===== src/rtl/mcu_n.sv =====
// Track-selection controller for a simple music player: play/pause, next/prev and end-of-track handling.
// Optional feature: define MCU_N_PREV_EN to implement the prev input and the RETREAT state.
module mcu_n #(
    parameter int NUM_SONGS = 4,
    parameter int SONG_BITS = 2
) (
    input  logic                 clk,
    input  logic                 reset,
    input  logic                 play_pause,
    input  logic                 next,
    input  logic                 prev,
    input  logic                 song_done,
    input  logic [1:0]           mode,
    output logic                 play,
    output logic [SONG_BITS-1:0] song,
    output logic                 reset_play
);

    typedef enum logic [2:0] {
        INIT    = 3'd0,
        PAUSED  = 3'd1,
        PLAYING = 3'd2,
        ADVANCE = 3'd3,
        RETREAT = 3'd4,
        RESTART = 3'd5
    } state_t;

    localparam logic [SONG_BITS-1:0] LAST_SONG = SONG_BITS'(NUM_SONGS - 1);
    localparam logic [SONG_BITS-1:0] ONE_SONG  = SONG_BITS'(1);
    localparam logic [SONG_BITS-1:0] ZERO_SONG = SONG_BITS'(0);

    state_t               state_r;
    state_t               resume_r;
    logic [SONG_BITS-1:0] song_r;
    logic                 play_r;
    logic                 reset_play_r;
    logic                 prev_s;

    // Explicit compare-and-wrap keeps the index legal for non-power-of-two track counts.
    function automatic logic [SONG_BITS-1:0] song_inc(input logic [SONG_BITS-1:0] cur);
        if (cur == LAST_SONG) begin
            song_inc = ZERO_SONG;
        end else begin
            song_inc = cur + ONE_SONG;
        end
    endfunction

`ifdef MCU_N_PREV_EN
    function automatic logic [SONG_BITS-1:0] song_dec(input logic [SONG_BITS-1:0] cur);
        if (cur == ZERO_SONG) begin
            song_dec = LAST_SONG;
        end else begin
            song_dec = cur - ONE_SONG;
        end
    endfunction

    assign prev_s = prev;
`else
    logic prev_unused_s;

    assign prev_s        = 1'b0;
    assign prev_unused_s = prev;
`endif

    // Single state machine; outputs are registered alongside the state they belong to.
    always_ff @(posedge clk or posedge reset) begin
        if (reset) begin
            state_r      <= INIT;
            resume_r     <= PAUSED;
            song_r       <= ZERO_SONG;
            play_r       <= 1'b0;
            reset_play_r <= 1'b1;
        end else begin
            case (state_r)
                INIT: begin
                    state_r      <= PAUSED;
                    play_r       <= 1'b0;
                    reset_play_r <= 1'b0;
                end
                PAUSED, PLAYING: begin
                    if (next) begin
                        state_r      <= ADVANCE;
                        resume_r     <= state_r;
                        song_r       <= song_inc(song_r);
                        play_r       <= 1'b0;
                        reset_play_r <= 1'b1;
`ifdef MCU_N_PREV_EN
                    end else if (prev_s) begin
                        state_r      <= RETREAT;
                        resume_r     <= state_r;
                        song_r       <= song_dec(song_r);
                        play_r       <= 1'b0;
                        reset_play_r <= 1'b1;
`endif
                    end else if (song_done && (state_r == PLAYING)) begin
                        play_r       <= 1'b0;
                        reset_play_r <= 1'b1;
                        case (mode)
                            2'd1: begin
                                state_r  <= RESTART;
                                resume_r <= PLAYING;
                            end
                            2'd2: begin
                                // Stop-at-end: wrapping past the last track lands paused on track 0.
                                state_r  <= ADVANCE;
                                song_r   <= song_inc(song_r);
                                resume_r <= (song_r == LAST_SONG) ? PAUSED : PLAYING;
                            end
                            default: begin
                                state_r  <= ADVANCE;
                                song_r   <= song_inc(song_r);
                                resume_r <= PLAYING;
                            end
                        endcase
                    end else if (play_pause) begin
                        state_r      <= (state_r == PLAYING) ? PAUSED : PLAYING;
                        play_r       <= (state_r == PAUSED);
                        reset_play_r <= 1'b0;
                    end else begin
                        play_r       <= (state_r == PLAYING);
                        reset_play_r <= 1'b0;
                    end
                end
                ADVANCE, RETREAT, RESTART: begin
                    state_r      <= resume_r;
                    play_r       <= (resume_r == PLAYING);
                    reset_play_r <= 1'b0;
                end
                default: begin
                    state_r      <= INIT;
                    resume_r     <= PAUSED;
                    song_r       <= ZERO_SONG;
                    play_r       <= 1'b0;
                    reset_play_r <= 1'b1;
                end
            endcase
        end
    end

    assign play       = play_r;
    assign song       = song_r;
    assign reset_play = reset_play_r;

endmodule


===== config.mk =====
export PLATFORM = sky130hd
export DESIGN_NAME = mcu_n
export DESIGN_NICKNAME = d
export VERILOG_FILES = /design/src/rtl/mcu_n.sv
export SDC_FILE = /design/constraint.sdc
export NUM_CORES = 1
export LEC_CHECK = 0
export ABC_AREA = 1
export BUFFER_PORTS_ARGS = -buffer_cell sky130_fd_sc_hd__buf_2
export CAP_MARGIN = 5
export CORE_ASPECT_RATIO = 1.75
export CORE_MARGIN = 3
export CORE_UTILIZATION = 25
export CTS_BUF_LIST = sky130_fd_sc_hd__clkbuf_4 sky130_fd_sc_hd__clkbuf_8 sky130_fd_sc_hd__clkbuf_16
export DETAILED_ROUTE_END_ITERATION = 16
export GPL_TIMING_DRIVEN = 1
export HOLD_SLACK_MARGIN = 0.1
export MAX_ROUTING_LAYER = met4
export PLACE_DENSITY = 0.52
export SYNTH_ARGS = -nofsm -noshare
export SYNTH_HDL_FRONTEND = slang
export SYNTH_SLANG_ARGS = --single-unit

===== constraint.sdc =====
create_clock -name clk -period 1 [get_ports clk]
set_input_delay 0.1 -clock clk [delete_from_list [all_inputs] [get_ports clk]]
set_output_delay 0.1 -clock clk [all_outputs]
set_load 0.05 [all_outputs]

==> results.tsv, run 1 <==
stage	metric	value	unit
global_route	grt_pass1_vias	581	
placed_design	dp_cells	119	
die	die_w	43.32	microns
setup_path	rrSetupSlack	-0.17	ns
outcome	failed_checks	negative setup slack	
route	antenna_left	0	
logic_synthesis	avgSynthCellArea	7.913	sq um
logic_synthesis	syn_inst	77	
clock_network	cts_buffer_depth	2	
setup_path	worstSetupPathType	reg2reg	
placed_design	dp_hpwl	1.168	mm
route	drc	0	
flow_run	cap_violations	0	
logic_synthesis	muxShareOfSynthArea	0	
setup_path	timing.rr.end	resume_r[1]$_DFFE_PP0P_	
logic_synthesis	synth_cell_types	23	
final_layout	layout.cells.non_filler	126	
setup_path	rr_worst_depth	7	
logic_synthesis	yosys.area_share.simple	0.4066	
timing	setup_viol	13	
power	vdd_ir_drop_max	1.182	mV
logic_synthesis	ys_ff_latch	10	
timing	maxSlewHeadroom	0.7301	
final_layout	layout.nets	111	
logic_synthesis	synth_top_family_by_area	simple AND/OR/NAND/NOR gates	
logic_synthesis	synthAdderAreaFrac	0.02053	
route	vias	576	
timing	max_freq	855.5	MHz
setup_path	crit_path_start_kind	flip-flop	
setup_path	path_depth	7	
route	viasPerCell	4.571	
global_route	grt_max_degree	11	
logic_synthesis	synth_seq_area_share	0.4148	
clock_network	clock_latency	0.24	ns
global_route	gr-total-overflow	0	
logic_synthesis	synth_xor_area_frac	0	
timing	rsz0062_at_grt	yes	
global_route	antenna_found_initial	0	
setup_path	crit_path_end	resume_r[1]$_DFFE_PP0P_	
setup_path	worstPathArrival	1.29	ns
power	power	0.003325	W
setup_path	startpoint	state_r[1]$_DFFE_PP0P_	
route	wl_per_cell	11.47	microns
route	dr.pass1.iters	3	
hold_path	worst_hold_path_type	in2reg	
die	die_y	71.31	microns
setup_path	critical_path_peak_fanout	4	
die	core_area	2302	sq um
setup_path	endpoint_kind	flip-flop	
placed_design	port-buffer-count	10	
logic_synthesis	yosys_warnings	0	
timing	holdWs	0.1782	ns
die	io-pin-count	12	
setup_path	cp_num_buf_inv	1	
setup_path	max_stage_delay	0.40	ns
clock_network	htreeDepth	1	
setup_path	crit_chain	inv_2 -> nor2_4 -> nand3_2 -> nand2_2 -> nand2_4 -> nand2_1 -> o21ai_1	
logic_synthesis	syn-num-nets	86	
timing	fin_ws	-0.1688	ns
clock_network	cts_tree	done	
timing	slew_violations	0	
setup_path	r2r-start	state_r[1]$_DFFE_PP0P_	
timing	clock_skew	0.005228	ns
global_route	grt_pass1_wl	2.477	mm
power	p_per_area	3630	nW/um^2
final_layout	area_growth	50.31	%
final_layout	fillCellCount	245	
power	power_leakage	0.4384	nW
clock_network	cts-root-buf	clkbuf_8	
outcome	outcome	finished with violations	
timing	layout_min_cycle_time	1.169	ns
route	drt_iter0_markers	13	
timing	hold_viol	0	
setup_path	slowest_stage	dfrtp_1	
setup_path	required	1.12	ns
die	initial_core_util	0.2647	
timing	fin_crit_sh	1.169	
setup_path	crit_family	simple AND/OR/NAND/NOR gates	
clock_network	clk_pin_slew_worst_paths	0.05	ns
clock_network	cts_buffers	3	
final_layout	drive_above_1_share	0.5545	
logic_synthesis	netlist_area	609.3	sq um
logic_synthesis	synth_compound_gate_area_share	0.08830	
timing	worst_slew_pin_slew	0.4044	ns
route	routed_wl	1.445	mm
die	die-area	3089	sq um
clock_network	cts.sinks	10	
global_route	grt_use_total	0.1119	
placed_design	place.gp.congestion	0.7437	
final_layout	antenna_cells	0	
die	rows	23	
routing by layer:
layer	GRT usage	part of all wire	vias to the layer above
met5	-	0	-
met4	0.08054	0.035	0
met3	0.02764	0.038	5
met2	0.1697	0.53	11
met1	0.1240	0.40	263
li1	-	-	297
worst min-delay path: cells and delay by family:
kind / cells / cell delay (ns)
simple gates: 2 / 0.14
buf+inv: 2 / 0.15
flip-flops by register name, indices dropped and copies added (netlist names):
name and count:
resume_r 3, reset_play 1, state_r 3, play 1
song 2
through the flow:
step / area (sq um) / setup TNS [ns] / utilization / setup slack (ns)
floorplan: 631.9 / -0.5667 / - / -0.09273
global placement: 765.7 / -1.289 / 0.3326 / -0.1755
detailed placement: 765.7 / -1.485 / 0.3326 / -0.1916
CTS: 892.1 / -1.471 / 0.3875 / -0.1745
global route: 915.9 / -2.488 / 0.3978 / -0.2791
finish: 915.9 / -1.344 / 0.3978 / -0.1688
what timing repair did:
action / in CTS / in global routing
hold buffers: 1 / 0
gates resized for setup: 17 / 4
pin swaps: 2 / 1
buffers inserted: 1 / 1
endpoints found under the hold margin: 8 / 0
setup endpoints to repair: 13 / 13
area by class of cell:
cell class / instances / area, sq um / share of cell area
clock buffer: 4 / 55.05 / 0.06011
inverter: 10 / 42.54 / 0.04645
multi-input combinational: 57 / 365.4 / 0.3989
sequential: 10 / 256.5 / 0.2801
tap: 25 / 31.28 / 0.03415
timing repair buffer: 20 / 165.2 / 0.1803
synth_stat cells, drive strengths merged:
cell | number | share of area
nor2 | 8 | 0.074
o32ai | 1 | 0.014
dfstp | 2 | 0.086
o21ai | 4 | 0.033
nand3 | 5 | 0.070
o211ai | 1 | 0.012
a21oi | 1 | 0.0082
inv | 10 | 0.070
ha | 1 | 0.021
nand2 | 31 | 0.24
o22ai | 2 | 0.021
nor3 | 2 | 0.016
dfrtp | 8 | 0.33
nand4 | 1 | 0.010
kinds of logic after synthesis:
kind of cell	count (synthesis)
adders and majority gates	1
DFF	10
and+or+nand+nor	47
buffers and inverters	10
AOI/OAI and AO/OA	9
power by group:
part	total, W	leakage, nW	internal (W)	switching [W]
Combinational	0.00206	0.290	0.000862	0.00119
Clock	0.000513	0.0288	0.000347	0.000166
Sequential	0.000755	0.120	0.000615	0.000140
Total	0.00332	0.438	0.00182	0.00150
worst min-delay path by stage:
stage,end,cells after the start,start
final,state_r[1]$_DFFE_PP0P_,4,play_pause
after floorplan,play$_DFF_PP0_,1,reset
after detailed placement,resume_r[1]$_DFFE_PP0P_,2,reset
after global routing,state_r[2]$_DFFE_PP0P_,3,song_done
after global placement,resume_r[1]$_DFFE_PP0P_,2,reset
after CTS,state_r[2]$_DFFE_PP0P_,2,next
cells in the final DEF, fill, tap and decap left out, drive strengths merged:
master       count
a21oi            1
inv             10
nor3             2
dfrtp            8
o32ai            1
clkbuf           4
dlygate4sd3      1
ha               1
nand3            5
nand2           31
nand4            1
dfstp            2
buf             19
o22ai            2
o21ai            4
o211ai           1
nor2             8
Note: power is estimated with default switching activity, not from simulation.
==> run 2, diff against run 1 <==
--- a/config.mk
+++ b/config.mk
@@ -7,16 +7,15 @@
 export LEC_CHECK = 0
 export ABC_AREA = 1
 export BUFFER_PORTS_ARGS = -buffer_cell sky130_fd_sc_hd__buf_2
-export CAP_MARGIN = 5
-export CORE_ASPECT_RATIO = 1.75
+export CAP_MARGIN = 15
 export CORE_MARGIN = 3
-export CORE_UTILIZATION = 25
+export CORE_UTILIZATION = 46
 export CTS_BUF_LIST = sky130_fd_sc_hd__clkbuf_4 sky130_fd_sc_hd__clkbuf_8 sky130_fd_sc_hd__clkbuf_16
 export DETAILED_ROUTE_END_ITERATION = 16
 export GPL_TIMING_DRIVEN = 1
 export HOLD_SLACK_MARGIN = 0.1
 export MAX_ROUTING_LAYER = met4
-export PLACE_DENSITY = 0.52
+export PLACE_DENSITY = 0.79
 export SYNTH_ARGS = -nofsm -noshare
 export SYNTH_HDL_FRONTEND = slang
 export SYNTH_SLANG_ARGS = --single-unit
==> run 2 against run 1 <==
Against the previous run: the run still ends with negative setup slack left; global-route usage up 9.9 points; clock-buffer cell count unchanged; fmax fell by 8.0%; critical path depth up 1; combinational power up 13%; clock skew down 0.0041 ns; power rose by 5.1%; die area is 42% lower; first-iteration DRC count rose by 120%; final area increased by 2.5%.
==> results.tsv, run 2 (same netlist as run 1, synthesis figures left out) <==
stage	metric	value	unit
final_layout	final_cell_mix	18 x nand2_1, 10 x nand2_2, 7 x buf_2, 6 x inv_1, 6 x buf_6	
setup_path	cp_num_buf_inv	2	
route	vias	656	
hold_path	worst_hold_path_type	in2reg	
route	drt_iter0_markers	28	
timing	rsz0062_at_grt	yes	
route	dr.pass1.iters	4	
timing	holdWs	0.1443	ns
timing	fin_ws	-0.2701	ns
setup_path	crit_family	flip-flops	
die	die-area	1797	sq um
flow_run	cap_violations	0	
die	core_area	1171	sq um
die	rows	12	
clock_network	cts_buffer_depth	2	
setup_path	worstPathArrival	1.43	ns
setup_path	rr_worst_depth	8	
setup_path	required	1.16	ns
route	viasPerCell	5.655	
timing	clock_skew	0.001098	ns
setup_path	r2r-start	state_r[1]$_DFFE_PP0P_	
setup_path	timing.rr.end	state_r[1]$_DFFE_PP0P_	
global_route	grt_use_total	0.2104	
route	wl_per_cell	15.87	microns
clock_network	cts_tree	done	
clock_network	clock_latency	0.27	ns
outcome	failed_checks	negative setup slack	
timing	layout_min_cycle_time	1.270	ns
timing	setup_viol	12	
setup_path	max_stage_delay	0.45	ns
route	drc	0	
clock_network	cts.sinks	10	
global_route	grt_pass1_vias	632	
power	p_per_area	3722	nW/um^2
final_layout	layout.cells.non_filler	116	
die	initial_core_util	0.5203	
setup_path	slowest_stage	dfrtp_2	
clock_network	cts_buffers	3	
setup_path	worstSetupPathType	reg2reg	
final_layout	utilization	0.8013	
setup_path	rrSetupSlack	-0.27	ns
final_layout	area_growth	54.00	%
final_layout	area.sequential	257.7	sq um
clock_network	cts-root-buf	clkbuf_4	
timing	maxSlewHeadroom	0.7410	
timing	worst_slew_pin_slew	0.3880	ns
clock_network	clk_pin_slew_worst_paths	0.07	ns
global_route	grt_pass1_wl	2.808	mm
hold_path	hold_end	state_r[1]$_DFFE_PP0P_	
final_layout	antenna_cells	0	
setup_path	critical_path_peak_fanout	3	
outcome	outcome	finished with violations	
hold_path	worstHoldStart	play_pause	
global_route	grt_max_degree	11	
final_layout	drive_above_1_share	0.5980	
setup_path	endpoint_kind	flip-flop	
timing	slew_violations	0	
power	vdd_ir_drop_max	2.006	mV
global_route	antenna_found_initial	0	
final_layout	layout.nets	112	
timing	fin_crit_sh	1.270	
route	routed_wl	1.841	mm
setup_path	crit_path_start_kind	flip-flop	
power	power_leakage	0.4555	nW
route	antenna_left	0	
global_route	gr-total-overflow	0	
hold_path	whs_path_depth	4	
setup_path	crit_chain	buf_6 -> nor2_1 -> nor2_2 -> buf_4 -> nand2_1 -> nand2_1 -> nand2_1 -> nand2_1	
placed_design	dp_hpwl	1.059	mm
timing	max_freq	787.3	MHz
timing	hold_viol	0	
die	die_y	42.40	microns
placed_design	port-buffer-count	10	
clock_network	htreeDepth	1	
placed_design	dp_cells	109	
die	io-pin-count	12	
die	die_w	42.40	microns
final_layout	final_common_cell	nand2_1	
final_layout	multiInputGateArea	401.6	sq um
power	power	0.003492	W
placed_design	place.gp.congestion	0.9073	
final_layout	fillCellCount	76	
setup_path	cp_common_cell	nand2_1	
-- run 2: changes by cell type in the layout (fill, tap and decap cells not counted), sizes merged --
cell  delta
buf      +1
-- run 2: routing by layer --
layer	GRT usage	share of wire
met1	0.2507	0.39
met2	0.3556	0.52
met3	0.02575	0.078
met4	0.08696	0.012
met5	-	0
-- run 2: worst max path at each step --
stage,slack [ns],end,from,cells after the start
after floorplan,-0.09,song[1]$_DFFE_PP0P_,state_r[1]$_DFFE_PP0P_,7
after CTS,-0.20,state_r[1]$_DFFE_PP0P_,state_r[1]$_DFFE_PP0P_,9
after global placement,-0.16,state_r[1]$_DFFE_PP0P_,state_r[1]$_DFFE_PP0P_,9
after global routing,-0.34,state_r[1]$_DFFE_PP0P_,state_r[0]$_DFFE_PP0P_,8
final,-0.27,state_r[1]$_DFFE_PP0P_,state_r[1]$_DFFE_PP0P_,8
after detailed placement,-0.21,state_r[1]$_DFFE_PP0P_,state_r[1]$_DFFE_PP0P_,9
-- run 2: worst reg2reg max path, cell delays in order, from the launching register on --
cell and delay, ns:
dfrtp_2 0.45, buf_6 0.14, nor2_1 0.13, nor2_2 0.07, buf_4 0.13, nand2_1 0.07
nand2_1 0.05, nand2_1 0.06, nand2_1 0.05
-- run 2: stage by stage --
step	setup TNS [ns]	area [sq um]	worst slack, ns
2_1_floorplan	-0.5667	631.9	-0.09273
3_3_place_gp	-1.100	759.5	-0.1631
3_5_place_dp	-1.471	759.5	-0.2053
4_1_cts	-1.592	888.4	-0.1968
5_1_grt	-2.579	938.4	-0.3450
6_report	-1.937	938.4	-0.2701
-- run 2: where the power goes --
part / switching [W] / leakage [nW] / internal, W
clock network: 0.000157 / 0.0210 / 0.000221
logic: 0.00136 / 0.316 / 0.000959
registers: 0.000180 / 0.119 / 0.000618
total: 0.00169 / 0.455 / 0.00180
-- run 2: cell type report --
class / instances / area share
multi-input combinational: 57 / 0.4280
tap: 14 / 0.01867
inverter: 10 / 0.04800
clock buffer: 4 / 0.03867
sequential: 10 / 0.2747
timing repair buffer: 21 / 0.1920
-- run 2: what timing repair did --
action	CTS	global route
hold endpoints to repair	10	0
gates resized for setup	20	12
buffers inserted	1	1
endpoints found under the setup margin	13	12
pin swaps	7	7
hold buffers	1	0
==> run 3, diff against run 2 <==
--- a/config.mk
+++ b/config.mk
@@ -8,7 +8,7 @@
 export ABC_AREA = 1
 export BUFFER_PORTS_ARGS = -buffer_cell sky130_fd_sc_hd__buf_2
 export CAP_MARGIN = 15
-export CORE_MARGIN = 3
+export CORE_MARGIN = 2
 export CORE_UTILIZATION = 46
 export CTS_BUF_LIST = sky130_fd_sc_hd__clkbuf_4 sky130_fd_sc_hd__clkbuf_8 sky130_fd_sc_hd__clkbuf_16
 export DETAILED_ROUTE_END_ITERATION = 16
==> run 3 against run 2 <==
Against the previous run: the flow still finishes with violations (negative setup slack); fmax increased by 5.4%; critical path depth is the same; critical endpoint unchanged; setup slack better by 0.065 ns; clock-buffer cell count unchanged; non-clock buffer count unchanged; sequential share of layout area increased by 0.64 points; first-iteration DRC count is 46% lower; global-route usage increased by 2.6 points; final area fell by 2.3%.
==> results.tsv, run 3 (same netlist as run 1, synthesis figures left out) <==
stage	metric	value	unit
outcome	outcome	finished with violations	
outcome	failed_checks	negative setup slack	
timing	worst_slew_pin_slew	0.3815	ns
route	viasPerCell	5.265	
setup_path	crit_chain	buf_4 -> nor2_2 -> nor2_1 -> buf_4 -> nand2_1 -> nand2_1 -> nand2_1 -> nand2_1	
die	die-area	1632	sq um
route	dr.pass1.iters	5	
timing	hold_viol	0	
timing	clock_skew	0.005254	ns
placed_design	dp_hpwl	1.055	mm
final_layout	final_cell_mix	17 x nand2_1, 12 x nand2_2, 8 x buf_4, 7 x buf_2, 6 x inv_1	
clock_network	clock_latency	0.27	ns
timing	maxSlewHeadroom	0.7454	
global_route	antenna_found_initial	0	
route	wl_per_cell	13.05	microns
clock_network	cts-root-buf	clkbuf_4	
clock_network	cts_buffers	3	
setup_path	crit_family	flip-flops	
placed_design	place.gp.congestion	0.9321	
final_layout	multiInputGateArea	392.9	sq um
final_layout	layout.nets	112	
power	power_leakage	0.4452	nW
global_route	grt_pass1_vias	553	
die	die_y	40.40	microns
die	io-pin-count	12	
final_layout	area.sequential	257.7	sq um
clock_network	cts.sinks	10	
timing	fin_crit_sh	1.205	
clock_network	clk_pin_slew_worst_paths	0.06	ns
timing	max_freq	830.1	MHz
hold_path	worst_hold_path_type	in2reg	
clock_network	cts_tree	done	
route	vias	616	
global_route	grt_pass1_wl	2.352	mm
setup_path	slowest_stage	dfrtp_2	
timing	tns	-1.546	ns
global_route	grt_max_degree	11	
die	rows	13	
route	routed_wl	1.527	mm
setup_path	worstSetupPathType	reg2reg	
route	drt_iter0_markers	15	
setup_path	critical_path_peak_fanout	3	
global_route	grt_use_total	0.2367	
final_layout	area_growth	50.51	%
final_layout	antenna_cells	0	
timing	fin_ws	-0.2047	ns
setup_path	cp_num_buf_inv	2	
die	core_area	1269	sq um
setup_path	required	1.16	ns
flow_run	cap_violations	0	
setup_path	cp_common_cell	nand2_1	
power	p_per_area	3643	nW/um^2
setup_path	worstPathArrival	1.36	ns
timing	holdWs	0.1339	ns
timing	slew_violations	0	
timing	rsz0062_at_grt	yes	
timing	layout_min_cycle_time	1.205	ns
placed_design	port-buffer-count	10	
clock_network	htreeDepth	1	
route	drc	0	
die	die_w	40.40	microns
final_layout	utilization	0.7229	
final_layout	fillCellCount	93	
power	vdd_ir_drop_max	2.034	mV
clock_network	cts_buffer_depth	2	
route	antenna_left	0	
die	initial_core_util	0.4803	
final_layout	drive_above_1_share	0.6078	
global_route	gr-total-overflow	0	
setup_path	max_stage_delay	0.43	ns
setup_path	endpoint_kind	flip-flop	
timing	setup_viol	12	
setup_path	crit_path_start_kind	flip-flop	
final_layout	final_common_cell	nand2_1	
run 3: cell counts in the layout (fill, tap and decap cells not counted):
No cell type changed its count.
run 3: what timing repair did:
action / in CTS / in global routing
setup buffers: 2 / 1
resized for setup: 17 / 11
hold buffers: 1 / 0
pin swaps: 1 / 3
endpoints found under the setup margin: 13 / 13
endpoints found under the hold margin: 10 / 0
run 3: report_power, final:
part	total, W	switching [W]	internal (W)	leakage, nW
Combinational	0.00219	0.00127	0.000914	0.306
Sequential	0.000785	0.000167	0.000618	0.119
Clock	0.000369	0.000147	0.000221	0.0210
Total	0.00334	0.00159	0.00175	0.445
run 3: worst paths after layout:
path | endpoint | cells past startpoint | from | slack, ns
setup / recovery | state_r[1]$_DFFE_PP0P_ | 8 | state_r[1]$_DFFE_PP0P_ | -0.20
max in group asynchronous | reset_play$_DFF_PP1_ | 3 | reset | 0.35
setup reg to reg | state_r[1]$_DFFE_PP0P_ | 8 | state_r[1]$_DFFE_PP0P_ | -0.20
hold reg to reg | resume_r[0]$_DFFE_PP1P_ | 2 | resume_r[0]$_DFFE_PP1P_ | 0.49
hold / removal | state_r[1]$_DFFE_PP0P_ | 4 | play_pause | 0.13
min in group asynchronous | resume_r[2]$_DFFE_PP0P_ | 3 | reset | 0.34
run 3: per-layer routing:
metal,wire length [microns],global-route usage
met1,666,0.2799
met4,38,0.1750
met2,783,0.3611
met3,39,0.03333
met5,0,-
run 3: through the flow:
step / area [sq um] / cells / power (W) / worst slack (ns)
floorplan: 631.9 / 77 / 0.002010 / -0.09273
global placement: 753.2 / 109 / 0.002465 / -0.1640
detailed placement: 753.2 / 109 / 0.002514 / -0.1844
CTS: 877.1 / 116 / 0.003190 / -0.1862
global route: 917.1 / 117 / 0.003579 / -0.3230
finish: 917.1 / 117 / 0.003341 / -0.2047
run 3: cell type report:
type,instances,area share
Tap cell,15,0.02046
Sequential cell,10,0.2810
Timing Repair Buffer,21,0.1842
Multi-Input combinational cell,57,0.4284
Inverter,10,0.04638
Clock buffer,4,0.03956
run 3: worst register-to-register path, cell delays in order, from the launching register on:
cell and delay [ns]:
dfrtp_2 0.43, buf_4 0.15, nor2_2 0.08, nor2_1 0.07, buf_4 0.13, nand2_1 0.09
nand2_1 0.06, nand2_1 0.05, nand2_1 0.04
